## config.mk

```make
export PLATFORM = sky130hd
export DESIGN_NAME = instr_fetch_unit_flat
export DESIGN_NICKNAME = d
export VERILOG_FILES = /design/src/rtl/instr_fetch_unit_pkg.sv /design/src/rtl/instr_fetch_unit_if.sv /design/src/rtl/instr_fetch_unit_ifu_fifo.sv /design/src/rtl/instr_fetch_unit.sv /design/src/flat_wrapper.sv
export SDC_FILE = /design/constraint.sdc
export NUM_CORES = 1
export LEC_CHECK = 0
export CORE_ASPECT_RATIO = 0.9
export CORE_UTILIZATION = 50
export CTS_CLUSTER_SIZE = 20
export DETAILED_ROUTE_END_ITERATION = 6
export PLACE_DENSITY = 0.83
export SYNTH_ARGS = -nofsm -noshare
export SYNTH_HDL_FRONTEND = slang
export SYNTH_HIERARCHICAL = 1
export SYNTH_SLANG_ARGS = --single-unit
```

## constraint.sdc

```tcl
create_clock -name clk -period 11.84 [get_ports clk]
set_input_delay 2.96 -clock clk [delete_from_list [all_inputs] [get_ports clk]]
set_output_delay 2.96 -clock clk [all_outputs]
set_load 0.01 [all_outputs]
```

## src/rtl/instr_fetch_unit_pkg.sv

```systemverilog
// instr_fetch_unit_pkg
// Types and constants shared by the instruction fetch unit files: FSM state
// encoding, FIFO entry layout, the instruction size and the default memory size.
// INSTR_MEM_SIZE is supplied by the memory build. It falls back to 128 bytes
// when the build does not define it.
`ifndef INSTR_MEM_SIZE
`define INSTR_MEM_SIZE 128
`endif

package instr_fetch_unit_pkg;

   localparam int INSTR_BYTES   = 4;
   localparam int IFU_MEM_BYTES = `INSTR_MEM_SIZE;

   typedef enum logic [1:0] {
      ST_FETCH = 2'd0,
      ST_HALT  = 2'd1,
      ST_TRAP  = 2'd2
   } ifu_state_t;

   typedef struct packed {
      logic [31:0] pc;
      logic [31:0] instr;
   } ifu_entry_t;

   function automatic logic word_aligned(input logic [31:0] addr);
      return (addr[1:0] == 2'b00);
   endfunction

endpackage

```

## src/rtl/instr_fetch_unit_if.sv

```systemverilog
// instr_fetch_unit_if
// Bundles the fetch unit's external signals into one interface.
//   InstrAddr / Instr          : instruction memory address and returned word
//   redir_valid / redir_pc     : control-flow redirect from execute
//   dec_valid / dec_ready      : handshake toward decode
//   dec_instr / dec_pc         : head instruction and its PC
//   halted / fault             : fetch status
// Modport master is the fetch unit. Modport slave is the surrounding memory,
// execute and decode.
interface instr_fetch_unit_if;
   logic [31:0] InstrAddr;
   logic [31:0] Instr;
   logic        redir_valid;
   logic [31:0] redir_pc;
   logic        dec_valid;
   logic        dec_ready;
   logic [31:0] dec_instr;
   logic [31:0] dec_pc;
   logic        halted;
   logic        fault;

   modport master (
      output InstrAddr, dec_valid, dec_instr, dec_pc, halted, fault,
      input  Instr, redir_valid, redir_pc, dec_ready
   );

   modport slave (
      input  InstrAddr, dec_valid, dec_instr, dec_pc, halted, fault,
      output Instr, redir_valid, redir_pc, dec_ready
   );
endinterface

```

## src/rtl/instr_fetch_unit_ifu_fifo.sv

```systemverilog
// ifu_fifo
// A synchronous FIFO that holds {pc, instr} entries.
//   clk, rst     : clock and asynchronous active-high reset
//   push/wr_data : write an entry at the tail
//   pop          : advance the head
//   flush        : empty the FIFO; it overrides push and pop
//   rd_data      : head entry, driven combinationally
//   count, full  : current occupancy
// DEPTH must be a power of two so that the pointers wrap without any extra logic.
module ifu_fifo
   import instr_fetch_unit_pkg::*;
#(
   parameter int DEPTH = 2
) (
   input  logic                   clk,
   input  logic                   rst,
   input  logic                   push,
   input  logic                   pop,
   input  logic                   flush,
   input  ifu_entry_t             wr_data,
   output ifu_entry_t             rd_data,
   output logic [$clog2(DEPTH):0] count,
   output logic                   full
);

   localparam int PW = $clog2(DEPTH);
   localparam int CW = PW + 1;

   ifu_entry_t      mem [DEPTH];
   logic [PW-1:0]   wr_ptr;
   logic [PW-1:0]   rd_ptr;

   always_ff @(posedge clk) begin
      if (push && !flush) begin
         mem[wr_ptr] <= wr_data;
      end
   end

   always_ff @(posedge clk or posedge rst) begin
      if (rst) begin
         wr_ptr <= '0;
         rd_ptr <= '0;
         count  <= '0;
      end else if (flush) begin
         wr_ptr <= '0;
         rd_ptr <= '0;
         count  <= '0;
      end else begin
         if (push) wr_ptr <= wr_ptr + PW'(1);
         if (pop)  rd_ptr <= rd_ptr + PW'(1);
         case ({push, pop})
            2'b10:   count <= count + CW'(1);
            2'b01:   count <= count - CW'(1);
            default: count <= count;
         endcase
      end
   end

   assign rd_data = mem[rd_ptr];
   assign full    = (count == CW'(DEPTH));

endmodule

```

## src/rtl/instr_fetch_unit.sv

```systemverilog
// instr_fetch_unit
// The fetch-side initiator. It owns the PC, drives the instruction memory
// address, buffers the returned words with their PCs, and presents them to
// decode over a valid/ready handshake. It takes redirects from execute and
// halts when the PC leaves the memory range.
//   clk, rst : clock and asynchronous active-high reset
//   bus      : instr_fetch_unit_if.master (memory, redirect, decode, status)
// Optional feature: when IFU_MISALIGN_TRAP_EN is defined, a misaligned redirect
// traps and raises fault. When it is not defined, the redirect target is
// force-aligned and fault is tied to 0.
//
// state    | meaning
// ---------+------------------------------------------------------
// ST_FETCH | pc in range; one word pushed per cycle when FIFO has room
// ST_HALT  | pc >= MEM_BYTES; waits for an in-range redirect
// ST_TRAP  | misaligned redirect caught (trap build only); fault = 1
module instr_fetch_unit
   import instr_fetch_unit_pkg::*;
#(
   parameter logic [31:0] RESET_PC   = 32'd0,
   parameter int          MEM_BYTES  = IFU_MEM_BYTES,
   parameter int          FIFO_DEPTH = 2
) (
   input  logic              clk,
   input  logic              rst,
   instr_fetch_unit_if.master bus
);

   localparam logic [31:0] MEM_LIMIT = 32'(MEM_BYTES);

   ifu_state_t                  state;
   logic [31:0]                 pc;
   logic [31:0]                 pc_inc;
   logic [31:0]                 redir_tgt;
   logic                        push;
   logic                        pop;
   logic                        fifo_full;
   logic [$clog2(FIFO_DEPTH):0] fifo_count;
   ifu_entry_t                  head;
   ifu_entry_t                  wr_entry;

   assign pc_inc   = pc + 32'(INSTR_BYTES);
   assign pop      = bus.dec_valid && bus.dec_ready;
   assign push     = (state == ST_FETCH) && !bus.redir_valid && (!fifo_full || pop);
   assign wr_entry = '{pc: pc, instr: bus.Instr};

`ifdef IFU_MISALIGN_TRAP_EN
   logic fault_q;
   assign redir_tgt = bus.redir_pc;
`else
   assign redir_tgt = bus.redir_pc & ~32'h3;
`endif

   // The state is computed from the value pc is about to take. That way halted
   // rises on the same edge that carries pc out of range, and no word is ever
   // pushed from an out-of-range address.
   always_ff @(posedge clk or posedge rst) begin
      if (rst) begin
         state   <= ST_FETCH;
         pc      <= RESET_PC;
`ifdef IFU_MISALIGN_TRAP_EN
         fault_q <= 1'b0;
`endif
      end else if (bus.redir_valid) begin
         pc <= redir_tgt;
`ifdef IFU_MISALIGN_TRAP_EN
         if (!word_aligned(redir_tgt)) begin
            state   <= ST_TRAP;
            fault_q <= 1'b1;
         end else begin
            state   <= (redir_tgt >= MEM_LIMIT) ? ST_HALT : ST_FETCH;
            fault_q <= 1'b0;
         end
`else
         state <= (redir_tgt >= MEM_LIMIT) ? ST_HALT : ST_FETCH;
`endif
      end else if (push) begin
         pc    <= pc_inc;
         state <= (pc_inc >= MEM_LIMIT) ? ST_HALT : ST_FETCH;
      end
   end

   ifu_fifo #(
      .DEPTH (FIFO_DEPTH)
   ) u_fifo (
      .clk     (clk),
      .rst     (rst),
      .push    (push),
      .pop     (pop),
      .flush   (bus.redir_valid),
      .wr_data (wr_entry),
      .rd_data (head),
      .count   (fifo_count),
      .full    (fifo_full)
   );

   assign bus.InstrAddr = pc;
   assign bus.dec_valid = (fifo_count != '0);
   // Gate the head to zero when the FIFO is empty, so that stale storage never
   // reaches decode. This also gives zero outputs out of reset without clearing
   // the storage array.
   assign bus.dec_instr = bus.dec_valid ? head.instr : 32'd0;
   assign bus.dec_pc    = bus.dec_valid ? head.pc    : 32'd0;
   assign bus.halted    = (state == ST_HALT);
`ifdef IFU_MISALIGN_TRAP_EN
   assign bus.fault     = fault_q;
`else
   assign bus.fault     = 1'b0;
`endif

endmodule

```

## src/flat_wrapper.sv

```systemverilog
// flat-port wrapper written by rule: the top's interface ports become plain ports
module instr_fetch_unit_flat import instr_fetch_unit_pkg::*;
#(
   parameter logic [31:0] RESET_PC   = 32'd0,
   parameter int          MEM_BYTES  = IFU_MEM_BYTES,
   parameter int          FIFO_DEPTH = 2
)
  (clk, rst, bus_InstrAddr, bus_dec_valid, bus_dec_instr, bus_dec_pc, bus_halted, bus_fault, bus_Instr, bus_redir_valid, bus_redir_pc, bus_dec_ready);
  instr_fetch_unit_if bus_i ();
  input  logic clk;
  input  logic rst;
  output wire logic [$bits(bus_i.InstrAddr)-1:0] bus_InstrAddr;
  output wire logic [$bits(bus_i.dec_valid)-1:0] bus_dec_valid;
  output wire logic [$bits(bus_i.dec_instr)-1:0] bus_dec_instr;
  output wire logic [$bits(bus_i.dec_pc)-1:0] bus_dec_pc;
  output wire logic [$bits(bus_i.halted)-1:0] bus_halted;
  output wire logic [$bits(bus_i.fault)-1:0] bus_fault;
  input wire logic [$bits(bus_i.Instr)-1:0] bus_Instr;
  input wire logic [$bits(bus_i.redir_valid)-1:0] bus_redir_valid;
  input wire logic [$bits(bus_i.redir_pc)-1:0] bus_redir_pc;
  input wire logic [$bits(bus_i.dec_ready)-1:0] bus_dec_ready;
  assign bus_InstrAddr = bus_i.InstrAddr;
  assign bus_dec_valid = bus_i.dec_valid;
  assign bus_dec_instr = bus_i.dec_instr;
  assign bus_dec_pc = bus_i.dec_pc;
  assign bus_halted = bus_i.halted;
  assign bus_fault = bus_i.fault;
  assign bus_i.Instr = bus_Instr;
  assign bus_i.redir_valid = bus_redir_valid;
  assign bus_i.redir_pc = bus_redir_pc;
  assign bus_i.dec_ready = bus_dec_ready;
  instr_fetch_unit #(.RESET_PC(RESET_PC), .MEM_BYTES(MEM_BYTES), .FIFO_DEPTH(FIFO_DEPTH)) u_core (.clk(clk), .rst(rst), .bus(bus_i));
endmodule
```

# == Word-level counts from Yosys, hierarchy flattened ==
# Memory sizes are Yosys's and may differ from the RTL's.
# Cells that the tools add are included.
# totals
reg_bits,38
ram_bits,128
input_bits,68
out_inout_bits,99
word_cells,45
memories,1
# memory_table
name,words,width,read_ports,rd_ports_with_merged_regs,wr,line_no,rtl
u_core.u_fifo.mem,2,64,1,0,1,instr_fetch_unit_ifu_fifo.sv:29,ifu_entry_t mem [DEPTH];
# classes
addsub,5
n_lt_le_gt_ge,2
eq_ne,4
mux,16
n_reduce_logical,12
# op_table
operator,count
two-way mux 32 bit,4
greater-or-equal comparator 32 x 8 -> 1 bit (second input constant),2
adder 32 x 3 -> 32 bit (second input constant),1
two-way mux 1 bit,8
two-way mux 2 bit,3
nonzero test 2 bit,3
equality test 2 x 1 -> 1 bit (second input constant),2
equality test 2 bit (second input constant),2
logical AND 1 bit,4
case mux 2 bit (2 select lines),1
nonzero test 3 bit,1
adder 1 bit (second input constant),2
adder 2 x 1 -> 2 bit (second input constant),1
logical NOT 1 bit,2
logical NOT 2 bit,1
subtractor 2 x 1 -> 2 bit (second input constant),1
logical OR 1 bit,1

# == Logic depth before layout (Yosys ltp) ==
# Gate-level depths: netlist of run 1.
# depth
word_depth,7
ltp_mapped,8

# == Hierarchy ==
# Netlist of run 1, hierarchy kept.
# by_module_without_submodules
mod,instances,cells_each,area_each_um2
ifu_fifo,1,220,5038.6
instr_fetch_unit,1,354,2752.6

# == Least setup slack after synthesis of run 1 ==
# Ideal clock, no wire load.
# synth_timing
kind,input port to flip-flop
from,input port bus_redir_valid
to,"memory u_core/u_fifo/mem[0][0] (netlist name), enable pin"
arrival_time_ns,8.353
required_time_ns,11.262
path_slack_ns,2.909
path_stages,4
cell_sequence,clkbuf_1 -> clkbuf_1 -> nor2_1 -> nor3b_1
# synth_via
elab_chain_cells,6
# synth_rtl
item,line_no,rtl
from (decl),flat_wrapper.sv:19,input wire logic [$bits(bus_i.redir_valid)-1:0] bus_redir_valid;
logical NOT 1 bit,instr_fetch_unit.sv:44,assign push = (state == ST_FETCH) && !bus.redir_valid && (!fifo_full || pop);
logical AND 1 bit (2 in a row),instr_fetch_unit.sv:44,
via u_core.push,instr_fetch_unit.sv:35,logic push;
logical AND 1 bit,instr_fetch_unit_ifu_fifo.sv:34,if (push && !flush) begin
two-way mux 1 bit,instr_fetch_unit_ifu_fifo.sv:34,
two-way mux 1 bit (implied by the code),instr_fetch_unit_ifu_fifo.sv:35,mem[wr_ptr] <= wr_data;
to (decl),instr_fetch_unit_ifu_fifo.sv:29,
# The timed path passes the listed nets, and every way through them passes these cells.

==> results.py, run 1 <==
metrics = {
    "run_status": {
        "status": "finished clean",
    },
    "global_routing": {
        "grt_pass1_wl_microns": 26500,
        "globalRouteOverflowTotal": 0,
        "grt_pass1_vias": 5241,
        "grt_usage_pct": 21.6,
        "grt_max_degree": 71,
        "antenna_found_initial": 0,
    },
    "timing": {
        "finalCritPeriodShare_pct": 48.5,
        "hold_viol": 0,
        "setup_viol": 0,
        "maxSlewViolCount": 0,
        "rsz0062_at_grt": "false",
        "timing.hold.ws_ns": 0.620,
        "max_freq_ghz": 0.174,
        "tns_ns": 0,
        "tightest_slew_ns": 1.22,
        "max_slew_margin_pct": 19.0,
        "fin_crit_ns": 5.74,
        "clock-skew-final_ns": 0.00880,
    },
    "clock_tree": {
        "cts_resized": 0,
        "cts_sinks": 163,
        "hold_buffers": 0,
        "cts_inserted_buffers": 17,
        "h-tree-depth": 4,
        "clock_latency_ns": 0.41,
        "post_cts_buffers": 0,
        "cts_tree": "built",
        "clkTransAtPathRegs_ns": 0.06,
        "clockBufferDepth": 2,
        "clock-root-buffer": "clkbuf_16",
    },
    "floorplan": {
        "core_sq_um": 15000,
        "die_area_sq_um": 16100,
        "start_util_pct": 52.0,
        "core.rowCount": 42,
        "dieWidth_microns": 134,
        "die_h_microns": 120,
        "io_pins": 167,
    },
    "layout": {
        "final_common_cell": "clkdlybuf4s50_1",
        "syn_to_final_growth_pct": 28.9,
        "layout_common_cells": "160 x clkdlybuf4s50_1, 128 x edfxtp_1, 68 x and2_1, 50 x mux2_4, 48 x nand2_1",
        "fillCellCount": 1038,
        "layout.nets": 795,
        "drive_gt1_share_pct": 15.0,
        "final_cells": 937,
        "num_antenna_cells": 0,
        "regArea_sq_um": 4720,
        "multi_input_area_sq_um": 2870,
        "fin_area_sq_um": 10000,
    },
    "placed_design": {
        "gp_congestion": 0.831,
        "dp.cells": 905,
        "numPortBuffers": 161,
        "placed_cell_area_sq_um": 9490,
        "post-dp-hpwl_microns": 10900,
    },
    "synthesis": {
        "syn_area_sq_um": 7790,
        "syn_avg_cell_area_sq_um": 13.6,
        "synth_cell_types": 52,
        "synthArstFlopShare_pct": 21.5,
        "synth_flop_cell": "edfxtp_1",
        "synth-edff-count": 128,
        "synth.yosys.warnings": 6,
        "seq_area_frac_synth_pct": 60.6,
        "synth_seq_cells": 163,
        "syn_inst": 574,
    },
    "routing": {
        "drt_wl_total_microns": 16700,
        "drtIter0Drc": 313,
        "route.met3.wl_microns": 1020,
        "drt-met1-wl_microns": 7360,
        "drc": 0,
        "ant_nets": 0,
        "vias_per_cell": 5.56,
        "vias": 5211,
        "drt_pass1_iterations": 6,
        "post_drt_wl_per_cell_microns": 17.8,
        "maxUsedRoutingLayer": "met4",
        "met2_length_microns": 8170,
    },
    "power": {
        "comb_power_share_pct": 14.1,
        "intPower_mw": 1.04,
        "sw_frac_of_total_pct": 24.0,
        "power_frac_seq_pct": 48.9,
        "ir_drop_mv": 0.116,
        "netSwitchingPower_uw": 331,
        "p_leak_nw": 3.54,
        "power_density_nw_per_um2": 137,
        "p_clk_share_pct": 37.1,
    },
    "setup_path": {
        "critPathCaptureType": "output pin",
        "crit_start": "u_core/u_fifo/rd_ptr",
        "cp.required_ns": 8.88,
        "crit_path_start_kind": "flip-flop",
        "worst-setup-path-type": "flip-flop to output pin",
        "worstPathMaxFanout": 65,
        "timing.rr.start": "u_core/bus.InstrAddr[2]",
        "cp.arrival_ns": 2.78,
        "worstRegToRegCells": 7,
    },
    "min_path": {
        "hold_start": "u_core/u_fifo/wr_ptr",
        "holdPathStages": 2,
        "hold_class": "flip-flop to flip-flop",
    },
    "job": {
        "drv_cap": 0,
    },
}
state kept, by name (all words and copies together), names as in the netlist:
name and count:
u_core/state 1, u_core/u_fifo/rd_ptr 1, u_core/bus.InstrAddr 30, u_core/u_fifo/wr_ptr 1, u_core/u_fifo/mem 128, u_core/u_fifo/count 2
logic make-up after synthesis:
| group | count (synthesis) | share of synthesized area (%) |
|---|---|---|
| compound gates | 54 | 4.21 |
| xor+xnor | 39 | 4.38 |
| fa+ha+maj | 1 | 0.161 |
| buf+inv | 42 | 2.97 |
| flops | 163 | 60.6 |
| mux | 67 | 12.0 |
| other cells | 1 | 0.0481 |
| simple gates | 207 | 15.6 |
final timing paths:
kind	to	slack [ns]
max	bus_dec_pc[15]	6.10
max in group asynchronous	u_core/bus.InstrAddr[5]	8.56
min in group asynchronous	u_core/u_fifo/wr_ptr	2.76
min	u_core/u_fifo/wr_ptr	0.62
max reg2reg	u_core/bus.InstrAddr[24]	8.90
min reg2reg	u_core/u_fifo/wr_ptr	0.62
synth_stat cells (2+ instances only):
cell type | instances | area [sq um]
mux2i_1 | 3 | 30.0
nor4b_1 | 2 | 17.5
nor4_1 | 11 | 68.8
and4_1 | 3 | 26.3
o21ai_0 | 22 | 110
a311oi_1 | 2 | 17.5
edfxtp_1 | 128 | 3840
nor3b_1 | 4 | 30.0
o21ai_1 | 10 | 50.1
nor4_4 | 2 | 42.5
nor2_1 | 14 | 52.6
buf_6 | 7 | 78.8
mux2_2 | 14 | 158
buf_2 | 8 | 40.0
dfrtp_1 | 35 | 876
xor2_1 | 22 | 193
a31oi_1 | 3 | 18.8
clkbuf_1 | 19 | 71.3
nand3_1 | 15 | 75.1
or2_2 | 3 | 18.8
a211oi_1 | 2 | 15.0
and2_1 | 68 | 425
nand2_1 | 48 | 180
xnor2_1 | 17 | 149
mux2_4 | 50 | 751
and3_1 | 3 | 18.8
or3_1 | 3 | 18.8
nor3_1 | 10 | 50.1
o22ai_1 | 2 | 12.5
a21oi_1 | 3 | 15.0
nand4_4 | 2 | 42.5
nand4_1 | 12 | 75.1
inv_1 | 5 | 18.8
and3b_1 | 2 | 17.5
buf_4 | 3 | 22.5
critical path, cell delays in order (launching register included):
cell and delay (ns):
dfrtp_4 1.19, mux2_2 0.42, and2_1 0.14, clkdlybuf4s50_1 0.52
power by group through the flow:
stage,clock network [mW],logic [mW],registers [mW]
6_report,0.510,0.194,0.672
5_1_grt,0.542,0.208,0.676
4_1_cts,0.518,0.195,0.672
3_5_place_dp,0,0.194,0.684
3_3_place_gp,0,0.190,0.682
2_1_floorplan,0,0.111,0.662
metrics by stage:
stage                     utilization, %  worst slack (ns)  power (mW)
after global placement              63.4              6.21       0.872
after floorplan                        -              2.91       0.772
after detailed placement            63.4              6.22       0.877
final                               67.1              6.10        1.38
after global routing                67.1              6.01        1.42
after CTS                           67.1              6.10        1.39
cell type report:
cell class	instances	share of cell area, %
Sequential cell	163	47.0
Multi-Input combinational cell	375	28.6
Timing Repair Buffer	164	16.2
Clock buffer	21	4.48
Tap cell	198	2.47
Clock inverter	11	1.03
Inverter	5	0.187
per-layer routing:
metal,GRT usage (%),vias to the layer above
met3,4.15,23
met5,0,-
met4,7.67,0
li1,-,2390
met2,36.0,221
met1,28.3,2577
Power figures use the tool's default switching activity.
==> run 2, diff against run 1 <==
==> constraint.sdc (replaced) <==
create_clock -name clk -period 5.4 [get_ports clk]
set_input_delay 1.35 -clock clk [delete_from_list [all_inputs] [get_ports clk]]
set_output_delay 1.35 -clock clk [all_outputs]
set_load 0.01 [all_outputs]
==> run 2 against run 1 <==
Total power grew 120%. Clock skew shrank 0.0024 ns. Clock power up 120%. Sequential cell count unchanged. Wire length is 0.71% higher. Highest routed layer unchanged. Register-to-register slack lost 6.4 ns. Via count decreased by 0.81%. Worst hold slack improved by 0.0041 ns. Worst setup slack lost 4.8 ns. Sequential power up 120%. Design area hardly changed.
==> results.py, run 2 (same netlist as run 1, synthesis figures left out) <==
metrics = {
    "setup_path": {
        "cp.required_ns": 4.05,
        "worstPathMaxFanout": 65,
        "crit_chain": "mux2_2 -> and2_1 -> clkdlybuf4s50_1",
        "crit_path_start_kind": "flip-flop",
        "critPathCaptureType": "output pin",
        "slowest_stage": "dfrtp_4",
        "max_stage_delay_ns": 1.21,
        "cp.arrival_ns": 2.73,
        "crit_start": "u_core/u_fifo/rd_ptr",
        "cp_top_family": "flip-flops",
        "timing.rr.start": "u_core/bus.InstrAddr[2]",
        "crit_buf_inv": 1,
        "worst-setup-path-type": "flip-flop to output pin",
    },
    "placed_design": {
        "numPortBuffers": 161,
        "gp_congestion": 0.867,
        "post-dp-hpwl_microns": 10800,
        "preCtsSetupSlack_ns": 1.37,
    },
    "layout": {
        "drive_gt1_share_pct": 15.0,
        "layout.nets": 795,
        "final_common_cell": "clkdlybuf4s50_1",
        "syn_to_final_growth_pct": 28.9,
        "layout_common_cells": "160 x clkdlybuf4s50_1, 128 x edfxtp_1, 68 x and2_1, 50 x mux2_4, 48 x nand2_1",
        "largest-register": "u_core/u_fifo/mem",
        "num_antenna_cells": 0,
        "fin_util_pct": 67.0,
        "largest_register_ffs": 128,
    },
    "clock_tree": {
        "clock-root-buffer": "clkbuf_16",
        "cts_tree": "built",
        "post_cts_buffers": 0,
        "clock_latency_ns": 0.42,
        "clkTransAtPathRegs_ns": 0.06,
        "cts_resized": 0,
        "clockBufferDepth": 2,
        "cts_inserted_buffers": 17,
        "cts_sinks": 163,
        "h-tree-depth": 4,
        "hold_buffers": 0,
    },
    "routing": {
        "drt_pass1_iterations": 4,
        "ant_nets": 0,
        "drc": 0,
        "drt_wl_total_microns": 16800,
        "vias": 5169,
        "drtIter0Drc": 353,
        "vias_per_cell": 5.52,
        "post_drt_wl_per_cell_microns": 18.0,
    },
    "floorplan": {
        "die_area_sq_um": 16100,
        "core_sq_um": 15000,
        "io_pins": 167,
        "die_h_microns": 120,
        "start_util_pct": 52.0,
        "core.rowCount": 42,
        "dieWidth_microns": 134,
    },
    "timing": {
        "rsz0062_at_grt": "false",
        "worst_slack_ns": 1.32,
        "maxSlewViolCount": 0,
        "max_freq_ghz": 0.245,
        "clock-skew-final_ns": 0.00643,
        "fin_crit_ns": 4.08,
        "tightest_slew_ns": 1.21,
        "max_slew_margin_pct": 19.2,
        "tns_ns": 0,
        "finalCritPeriodShare_pct": 75.5,
        "setup_viol": 0,
        "hold_viol": 0,
    },
    "power": {
        "p_leak_nw": 3.54,
        "power_density_nw_per_um2": 299,
        "ir_drop_mv": 0.230,
    },
    "run_status": {
        "status": "finished clean",
    },
    "global_routing": {
        "grt_pass1_wl_microns": 26300,
        "met3_usage_pct": 4.11,
        "grt_max_degree": 71,
        "globalRouteOverflowTotal": 0,
        "use_met2_pct": 35.6,
        "grt_pass1_vias": 5079,
        "antenna_found_initial": 0,
        "grt_usage_pct": 21.5,
        "top_usage_layer": "met2",
        "use_met1_pct": 28.2,
    },
    "min_path": {
        "hold_start": "u_core/u_fifo/wr_ptr",
        "hold_class": "flip-flop to flip-flop",
    },
    "job": {
        "drv_cap": 0,
    },
}
-- run 2: cell types whose count changed in the layout (fill, tap and decap cells not counted), sizes merged --
cell	change
inv	-1
clkbuf	-3
clkinvlp	-2
clkinv	+6
-- run 2: path summary, 6_finish.rpt --
check / endpoint / slack (ns) / cells after the start
min in group asynchronous: u_core/u_fifo/count[1] / 1.16 / 2
setup / recovery: bus_dec_pc[15] / 1.32 / 3
hold reg to reg: u_core/u_fifo/wr_ptr / 0.62 / 2
max in group asynchronous: u_core/bus.InstrAddr[8] / 3.74 / 3
setup reg to reg: u_core/state[0] / 2.53 / 7
hold / removal: u_core/u_fifo/wr_ptr / 0.62 / 2
-- run 2: worst reg2reg max path, delay by kind of cell (launching register included) --
kind / cells / cell delay [ns]
compound gates: 2 / 0.21
fa+ha+maj: 1 / 0.30
flops: 1 / 0.55
simple gates: 4 / 1.68
-- run 2: power breakdown --
part	internal, mW	total (mW)	switching, mW	leakage, nW
Sequential	1.38	1.47	0.0908	1.58
Clock	0.630	1.10	0.474	0.263
Combinational	0.261	0.426	0.165	1.70
Total	2.27	3.00	0.730	3.54
-- run 2: layout make-up --
class / count / area [sq um]
fillers: 1051 / 4940
clock inverters: 14 / 115
multi-input cells: 375 / 2880
repair buffers: 164 / 1630
flip-flops and latches: 163 / 4720
clock buffers: 18 / 429
inverters: 5 / 18.8
well taps: 198 / 248
-- run 2: metrics by stage --
step           cells  instance area [sq um]  total power [mW]  hold slack (ns)
3_3_place_gp     905                   9500              1.91            0.588
5_1_grt          937                  10000              3.11            0.653
2_1_floorplan    580                   7820              1.69            0.523
4_1_cts          937                  10000              3.02            0.629
3_5_place_dp     905                   9500              1.92            0.621
6_report         937                  10000              3.00            0.624
-- run 2: per-layer routing --
| metal | wire length (microns) | share of wire, % |
|---|---|---|
| met5 | 0 | 0 |
| met4 | 309 | 1.8 |
| met3 | 1110 | 6.6 |
| met2 | 8230 | 49 |
| met1 | 7190 | 43 |
